### src/rtl/adder_tree_ctrl.sv
// Feeds an external pipelined adder tree and accumulates per-beat tree sums into per-vector totals.
// Optional saturating overflow handling is compiled in with `define ADDER_TREE_CTRL_OVF_EN.
`timescale 1ns/1ps

module adder_tree_ctrl #(
  parameter int N     = 4,
  parameter int L     = $clog2(N),
  parameter int ACC_W = 24
) (
  input  logic               clk,
  input  logic               rst,
  input  logic               in_valid,
  output logic               in_ready,
  input  logic [8*N-1:0]     in_data,
  input  logic               in_last,
  output logic [8*N-1:0]     tree_ops,
  input  logic [8+L-1:0]     tree_result,
  output logic               sum_valid,
  input  logic               sum_ready,
  output logic [ACC_W-1:0]   sum_data,
  output logic [15:0]        sum_beats,
  output logic               sum_ovf
);

  typedef enum logic [1:0] {ACCUM, DRAIN, HOLD} state_t;

  state_t             state, state_nxt;
  logic               accept;
  logic [L:0]         tag_vld, tag_last;
  logic               tail_vld, tail_last;
  logic               done;
  logic [ACC_W-1:0]   acc, acc_nxt;
  logic               acc_ovf, ovf_nxt;
  logic [15:0]        count, count_inc;
  logic [ACC_W:0]     acc_sum;

  assign in_ready  = (state == ACCUM);
  assign sum_valid = (state == HOLD);
  assign accept    = in_valid && in_ready;
  assign tail_vld  = tag_vld[L];
  assign tail_last = tag_last[L];

  assign acc_sum   = {1'b0, acc} + {{(ACC_W+1-8-L){1'b0}}, tree_result};
  assign count_inc = (count == 16'hFFFF) ? count : count + 16'd1;

`ifdef ADDER_TREE_CTRL_OVF_EN
  // Once saturated the accumulator stays pinned: any further add carries out again.
  assign acc_nxt = acc_sum[ACC_W] ? {ACC_W{1'b1}} : acc_sum[ACC_W-1:0];
  assign ovf_nxt = acc_ovf | acc_sum[ACC_W];
`else
  assign acc_nxt = acc_sum[ACC_W-1:0];
  assign ovf_nxt = 1'b0;
`endif

  // NOTE: sequential state uses non-blocking (<=) so every flop samples pre-edge values.
  always_ff @(posedge clk or posedge rst) begin
    if (rst) begin
      state <= ACCUM;
    end else begin
      state <= state_nxt;
    end
  end

  // NOTE: next-state is defaulted first so no path through this block infers a latch.
  always_comb begin
    state_nxt = state;
    case (state)
      ACCUM:   if (in_valid && in_last) state_nxt = DRAIN;
      DRAIN:   if (done)                state_nxt = HOLD;
      HOLD:    if (sum_ready)           state_nxt = ACCUM;
      default:                          state_nxt = ACCUM;
    endcase
  end

  // NOTE: every datapath register is reset so an aborted vector leaves no residue behind.
  always_ff @(posedge clk or posedge rst) begin
    if (rst) begin
      tree_ops  <= '0;
      tag_vld   <= '0;
      tag_last  <= '0;
      done      <= 1'b0;
      acc       <= '0;
      acc_ovf   <= 1'b0;
      count     <= '0;
      sum_data  <= '0;
      sum_beats <= '0;
      sum_ovf   <= 1'b0;
    end else begin
      tree_ops <= accept ? in_data : '0;
      tag_vld  <= {tag_vld[L-1:0], accept};
      tag_last <= {tag_last[L-1:0], accept && in_last};
      // One-cycle gap between loading the sum and raising sum_valid.
      done     <= tail_vld && tail_last;
      if (tail_vld) begin
        if (!tail_last) begin
          acc     <= acc_nxt;
          acc_ovf <= ovf_nxt;
          count   <= count_inc;
        end else begin
          sum_data  <= acc_nxt;
          sum_beats <= count_inc;
          sum_ovf   <= ovf_nxt;
          acc       <= '0;
          acc_ovf   <= 1'b0;
          count     <= '0;
        end
      end
    end
  end

endmodule

### config.mk
export PLATFORM = sky130hd
export DESIGN_NAME = adder_tree_ctrl
export DESIGN_NICKNAME = d
export VERILOG_FILES = /design/src/rtl/adder_tree_ctrl.sv
export SDC_FILE = /design/constraint.sdc
export NUM_CORES = 1
export LEC_CHECK = 0
export ABC_AREA = 1
export BUFFER_PORTS_ARGS = -buffer_cell sky130_fd_sc_hd__clkbuf_2
export CORE_MARGIN = 1
export CORE_UTILIZATION = 35
export CTS_CLUSTER_DIAMETER = 100
export DETAILED_ROUTE_END_ITERATION = 16
export PLACE_DENSITY = 0.53
export SLEW_MARGIN = 20
export SYNTH_ARGS = -nofsm -noshare
export SYNTH_HDL_FRONTEND = slang
export SYNTH_SLANG_ARGS = --single-unit
### constraint.sdc
create_clock -name clk -period 5.76 [get_ports clk]
set_input_delay 1.728 -clock clk [delete_from_list [all_inputs] [get_ports clk]]
set_output_delay 1.728 -clock clk [all_outputs]
set_load 0.02 [all_outputs]
# Word-level counts from Yosys, hierarchy flattened
# Cells that the tools add are included.
# word_totals
reg_bits,121
out_inout_bits,75
wordCells,32
# classes
add_sub_neg,2
n_eq_ne,6
n_mux,8
reduce_logical,7
# ops
cell,n
$mux 16,2
$mux 32,1
$add 24x10->24,1
$mux 24,1
$add 16x1->16 const B,1
$eq 16x16->1 const B,1
$mux 2,3
$pmux 2 s3,1
$logic_and 1x1->1,4
$ne 2x1->1 const B,2
$reduce_and 3->1,1
$eq 2x1->1 const B,1
$eq 2x2->1 const B,1
$logic_not 2->1,1
$ne 2x2->1 const B,1
$reduce_and 2->1,1

# Longest topological paths before layout
# Gate-level depths: netlist (run 1).
# depth
ltp_word,3
mapped_depth,14
ltp_nobuf,14

# Least setup slack after synthesis (run 1)
# Ideal clock, no wire load.
# synth_timing
path_type,input -> register
startpoint,input port tree_result[0]
endpoint,register acc[22]
setup_ns,0.117
arrival_ns,2.977
required_time_ns,5.643
slack_ns,2.667
path_stages,13
path_buffers,0
cell_sequence,ha_1 -> inv_1 -> fa_1 -> inv_1 -> nand3_1 -> nand3_1 -> nand2_1 -> nand2_1 -> nand2_1 -> nand3_1 -> nand2_1 -> nand2_1 -> nand2_1
# synth_via
elab_chain_len,2
# synth_lines
element,line_no,source
from (decl),17,"input logic [8+L-1:0] tree_result,"
$add 24x10->24,43,"assign acc_sum = {1'b0, acc} + {{(ACC_W+1-8-L){1'b0}}, tree_result};"
$mux 24,95,if (!tail_last) begin
to (signal assigned),96,acc <= acc_nxt;
to (decl),32,"logic [ACC_W-1:0] acc, acc_nxt;"
# No other way between the ends.
# A chain may end at the register's enable or synchronous reset.

# Worst setup path in the final report (run 1)
# layout_timing
startpoint,input port tree_result[0]
endpoint,register sum_data[22]
# layout_via
elab_chain_len,1
# layout_lines
element,line_no,source
$add 24x10->24,43,
to (signal assigned),100,sum_data <= acc_nxt;
to (decl),20,"output logic [ACC_W-1:0] sum_data,"
# No other way between the ends.

==> results of run 1 <==
==> critical path: cells and delay by family <==
family                   cells  cell delay, ps
buffers and inverters        3             240
adder cells (fa/ha/maj)      2             570
AND/OR/NAND/NOR             10             830
==> power by group through the flow <==
stage	registers [mW]	logic (mW)	clock network (mW)
finish	1.29	1.12	1.02
global route	1.32	1.28	1.08
CTS	1.29	1.14	1.05
detailed placement	1.30	1.13	0
global placement	1.30	1.13	0
floorplan	1.43	0.614	0
==> through the flow <==
| stage | instances | util [%] | worst slack, ps |
|---|---|---|---|
| after global routing | 1090 | 44.7 | 2580 |
| after CTS | 1090 | 44.7 | 2740 |
| after global placement | 1058 | 41.2 | 2320 |
| after floorplan | 739 | - | 818 |
| final | 1090 | 44.7 | 2750 |
| after detailed placement | 1058 | 41.2 | 2300 |
==> path summary, 6_finish.rpt <==
| check | startpoint | slack, ps | depth (start not counted) | endpoint |
|---|---|---|---|---|
| worst max-delay path | tree_result[0] | 2750 | 15 | sum_data[22] |
| worst max register to register | tag_vld[2] | 3640 | 5 | acc[10] |
| min in group asynchronous | rst | 1500 | 2 | acc[12] |
| worst min register to register | tag_last[1] | 340 | 0 | tag_last[2] |
| worst min-delay path | tag_last[1] | 340 | 0 | tag_last[2] |
| max in group asynchronous | rst | 3350 | 3 | sum_data[6] |
==> logic make-up after synthesis <==
logic type	Yosys count
compound gates	56
xor+xnor	17
fa+ha+maj	12
buf+inv	124
flops	121
other cells	1
simple gates	408
==> final cells by class <==
cell class	count	area share, %
Timing Repair Buffer	124	8.75
Inverter	103	5.40
Clock inverter	15	1.98
Clock buffer	17	5.90
Multi-Input combinational cell	494	32.2
Sequential cell	121	42.0
Tap cell	216	3.75
==> flip-flops by register name, indices dropped and copies added (netlist names) <==
register	cells
state	2
acc	24
count	16
tag_vld	3
sum_beats	16
tag_last	3
done	1
tree_ops	32
sum_data	24
==> synthesized netlist by cell type (8+ instances only) <==
cell type / n / area, um2
dfrtp_1: 121 / 3030
nor2_1: 76 / 285
clkbuf_1: 11 / 41.3
nand3_1: 62 / 310
nor3_1: 9 / 45.0
o21ai_1: 17 / 85.1
inv_2: 12 / 45.0
ha_1: 11 / 138
xor2_1: 12 / 105
a31oi_1: 8 / 50.1
nand2_1: 241 / 905
o21ai_0: 18 / 90.1
inv_1: 90 / 338
==> routing by layer <==
layer,up-vias,track usage [%],part of all wire [%]
met5,-,0,0
met4,0,6.08,1.1
met3,19,6.64,7.5
met2,142,25.9,42
met1,2251,24.1,50
li1,2548,-,-
==> metrics, run 1 <==
clock root buffer=clkbuf_16; WP data required=6120 ps; CP Cell Sequence=clkbuf_2 > ha_1 > inv_1 > fa_1 > inv_1 > nand3_1 > nand3_1 > nand2_1 > nand2_1 > nand2_1 > nand2_1 > nand2_1 > nand2_1 > nand2_1 > nand2_1; Critical Path AT=between 3000 and 4000 ps; Final ANT Viol Nets=0; Synth Flop Type=dfrtp_1; Tmin final=between 3000 and 4000 ps; Avg WL per Cell=between 10 and 15 um; Tightest Pin Transition=about 930 ps; sequential fraction of design power=37.5%; Synth Area in Adders=~2.7%; CP max-delay cell=fa_1; number of global-route vias before repair=4919; crit-path max cell delay=between 300 and 400 ps; initial antenna violation count=0; Sw Ratio=between 30% and 40%; Int Pwr=2.07 mW; WL final=between 10000 and 15000 um; Most common cell on crit path=nand2_1; leakage=around 4 nW; Max Fclk=approximately 0.33 GHz; clock share of power=just under 30%; initial DRC count=317; status=complete, no violations; CTS clk-pin slew, worst paths=60 ps; #FFs+latches synth=~120; Post-Syn Area=between 5000 and 6000 um2; WHS=approximately 340 ps; fin crit share=about 52%; commonest non-fill, non-tap cell in the layout=nand2_1; Max-Cap Viols=0; Fillers=roughly 1600; setup tns final=0 ps; Via density=~4.6; syn nets=approximately 800; RSZ-0062 raised after global routing=no; first-pass GRT wire length=24300 um; clock latency on the worst-skew pair=roughly 420 ps; share of cells above drive strength 1=between 20% and 30%; CTS H-tree lvls=4; hold_buf cts=0; Detail Placement HPWL=between 10000 and 15000 um; sequential area share after synthesis=about half; fin. max-slew vios=0; largest family of logic cells by synthesized area=simple AND/OR/NAND/NOR gates; pin count of the biggest net entering global routing=76; Rel. slew slack=about two fifths; DRT Pass-1 Iters=5; nets@finish=just over 900; CORE AREA=16100 um2; clk buf depth=2; final instance area=about 7200 um2; Worst IR Drop VDD=approximately 0.00025 V; GRT overflow=0; CP endpoint kind=flip-flop; io pins=122; final setup skew=10.1 ps; initial core utilization=a little over a third; # diodes=0; IO buf count=120; type of origin of the critical path=input port; clock tree sinks=~120; Yosys cell types=36; Pwr Total=3.43 mW; Post-CTS Setup Bufs=0; Compound-Gate Fraction of Synth Area=under 10%; DR vias=around 5000; Area Growth Syn to Fin=23.4%; Post-route DRC=0; most frequent cells in the layout=240 x nand2_1, 121 x dfrtp_1, 120 x clkbuf_2; Post-Syn Area per Cell=~8 um2; Die W=around 130 um; hold violation total from the final report=0; Gate Count Post-Synth=739; routability cong.=around 0.9; Sw Pwr=1.36 mW; pwr/cell area=approximately 480 nW/um2; worst min path class=reg -> reg; mux contribution to synthesized area=0%; Num CTS Buffers=17; Synth warnings=0; final setup vio count=0; FF+latch area=around 3000 um2; Die Y=about 130 um; post-synthesis xor/xnor area fraction=2.55%; Post-synth EDFFs=0; row cnt=46; gr usage total=between 10% and 20%; placed instance area=roughly 6600 um2; share of flip-flops with an asynchronous set or reset=between 90% and 100%; multi-input logic area=between 2000 and 2500 um2; die area=around 17000 um2; CTS tree=yes; Max FO, Critical Path=3; Resize count post-CTS=0; Simple-Gate Fraction of Synth Area=around 29%; WS Path Type=in -> reg; Comb pwr share=32.7%
(Power assumes the default switching activity.)
==> run 2: changes to the inputs <==
ABC_AREA = 0   (was 1)
clock period = 2.8 ns   (was 5.76 ns; I/O delays follow)
==> metrics, run 2 <==
RSZ-0062 raised after global routing=no; share of flip-flops with an asynchronous set or reset=between 90% and 100%; clock latency on the worst-skew pair=~420 ps; final setup vio count=0; initial DRC count=257; worst min path class=in -> async; Post-Syn Area per Cell=approximately 9.8 um2; final setup skew=between 9 and 10 ps; Post-Syn Area=approximately 5700 um2; CORE AREA=roughly 16000 um2; status=complete, no violations; IO buf count=120; Post-CTS Setup Bufs=0; io pins=between 100 and 150; WP data required=3100 ps; syn nets=around 640; Post-synth EDFFs=0; CP endpoint kind=flip-flop; Die Y=129 um; DR vias=roughly 4600; hold violation total from the final report=0; nets@finish=a little under 800; GRT overflow=0; uppermost layer routed=met4; CTS tree=yes; Max Fclk=around 0.4 GHz; share of cells above drive strength 1=between 20 and 30%; pin count of the biggest net entering global routing=55; type of origin of the critical path=input port; first-pass GRT wire length=22500 um; Post-Route M1 WL=approximately 6300 um; Post-route DRC=0; register with the most flip-flops=tree_ops; Max FO, Critical Path=7; clock root buffer=clkbuf_16; WS Path Type=in -> reg; Largest regs=tree_ops x32, acc x24, sum_data x24; row cnt=between 40 and 50; Detail Placement HPWL=around 9400 um; Rel. slew slack=64.3%; CP max-delay cell=fa_1; max reg flops=32; Core Util, Final=46.0%; routability cong.=0.806; area leader, netlist=dfrtp_1; Resize count post-CTS=0; hold_buf cts=0; Avg WL per Cell=14.4 um; CTS clk-pin slew, worst paths=about 60 ps; DRT Pass-1 Iters=4; crit-path max cell delay=380 ps; clock tree sinks=121; Synth top cells by count=121 x dfrtp_1, 71 x nand2_1, 51 x o21ai_0, 41 x and3_1, 31 x nor2_1; CTS H-tree lvls=4; met2 wire length=roughly 6100 um; top-count cell post-synth=dfrtp_1; initial core utilization=35.8%; CP Cell Sequence=clkbuf_2 > ha_1 > inv_1 > fa_1 > nand2b_1 > a21oi_1 > o21ai_2 > a211oi_1 > o21ai_0 > a22o_1; clk buf depth=2; Gate Count Post-Synth=576; Buf/Inv on CP=2; initial antenna violation count=0; gr usage total=17.5%; Max-Cap Viols=0; #FFs+latches synth=about 120; Synth warnings=0; Die W=129 um; number of global-route vias before repair=between 4000 and 5000; Final Instance Count excl. Fillers=941; worst setup margin=about 300 ps; post-synth top area share=53.4%; Critical Path AT=~2800 ps; placed cell count=approximately 900; pre-CTS setup slack=-140 ps; commonest non-fill, non-tap cell in the layout=dfrtp_1; Num CTS Buffers=17; ranking of synthesized cells by area=dfrtp_1 53%, nand2_1 4.7%, and3_1 4.5%, o21ai_0 4.5%, xnor2_1 3.1%; Synth Flop Type=dfrtp_1; Tmin final=between 2000 and 3000 ps; # diodes=0; Area Growth Syn to Fin=28.3%; most frequent cells in the layout=121 x dfrtp_1, 120 x clkbuf_2, 70 x nand2_1; Final ANT Viol Nets=0; leakage=approximately 3.7 nW; Via density=4.91; sequential area share after synthesis=53.4%; WL final=~14000 um; Worst IR Drop VDD=between 0.0006 and 0.0007 V; die area=between 15000 and 20000 um2; Yosys cell types=58; Tightest Pin Transition=~540 ps; CP top delay family=compound AO/OA/AOI/OAI gates; met3 WL=936 um; fin crit share=slightly below 90%; fin. max-slew vios=0; WHS=roughly 330 ps; pwr/cell area=approximately 980 nW/um2
-- run 2: cell types whose count changed in the layout (fill, tap and decap cells not counted), moves of 33 or more --
cell	delta
nand2_1	-170
and3_1	+41
inv_1	-63
nand3_1	-49
o21ai_0	+33
nor2_1	-44
-- run 2: per-layer routing --
| metal | track usage, % | vias to the layer above |
|---|---|---|
| li1 | - | 2289 |
| met1 | 22.6 | 2180 |
| met2 | 27.2 | 139 |
| met3 | 6.52 | 9 |
| met4 | 5.26 | 0 |
| met5 | 0 | - |
-- run 2: cells by family (layout without fill, tap and decap cells) --
group	count (synthesis)	count (layout)	synth area share, %
flip-flops	121	121	53.4
AO/OA/AOI/OAI	146	146	16.1
XOR/XNOR	26	26	4.01
buffers and inverters	58	207	4.04
other	1	1	0.0661
adder cells (fa/ha/maj)	12	12	2.78
AND/OR/NAND/NOR	206	206	18.6
multiplexers	6	6	1.06
-- run 2: area by class of cell --
class	count	area, um2
clock buffer	18	439
clock inverter	14	196
fill	1506	8550
inverter	28	109
multi-input combinational	397	2420
sequential	121	3030
tap	216	270
timing repair buffer	147	816
-- run 2: where the power goes --
group	total, mW	internal (mW)	switching, mW
registers	2.45	2.17	0.276
logic	2.32	0.895	1.42
clock network	2.34	1.52	0.823
total	7.10	4.58	2.52
-- run 2: per-stage QoR --
| step | power, mW | area, um2 | setup TNS, ps |
|---|---|---|---|
| after global placement | 4.77 | 6640 | -432 |
| final | 7.10 | 7280 | 0 |
| after global routing | 7.59 | 7280 | 0 |
| after CTS | 7.19 | 7280 | 0 |
| after floorplan | 4.00 | 5680 | 0 |
| after detailed placement | 4.81 | 6640 | -794 |
-- run 2: worst paths after layout --
| path | cells after the start | end | slack [ps] | start |
|---|---|---|---|---|
| min in group clk | 0 | tag_last[2] | 350 | tag_last[1] |
| min reg2reg | 0 | tag_last[2] | 350 | tag_last[1] |
| max in group asynchronous | 3 | sum_data[1] | 1800 | rst |
| min | 2 | tree_ops[26] | 330 | rst |
| max | 10 | acc[12] | 300 | tree_result[0] |
| max reg2reg | 9 | acc[12] | 460 | acc[0] |
-- run 2: worst register-to-register path: cells and delay by family, from the launching register on --
family	cells	cell delay, ps
buffers and inverters	1	50
flip-flops	1	340
AND/OR/NAND/NOR	1	180
adder cells (fa/ha/maj)	2	540
AO/OA/AOI/OAI	5	1130
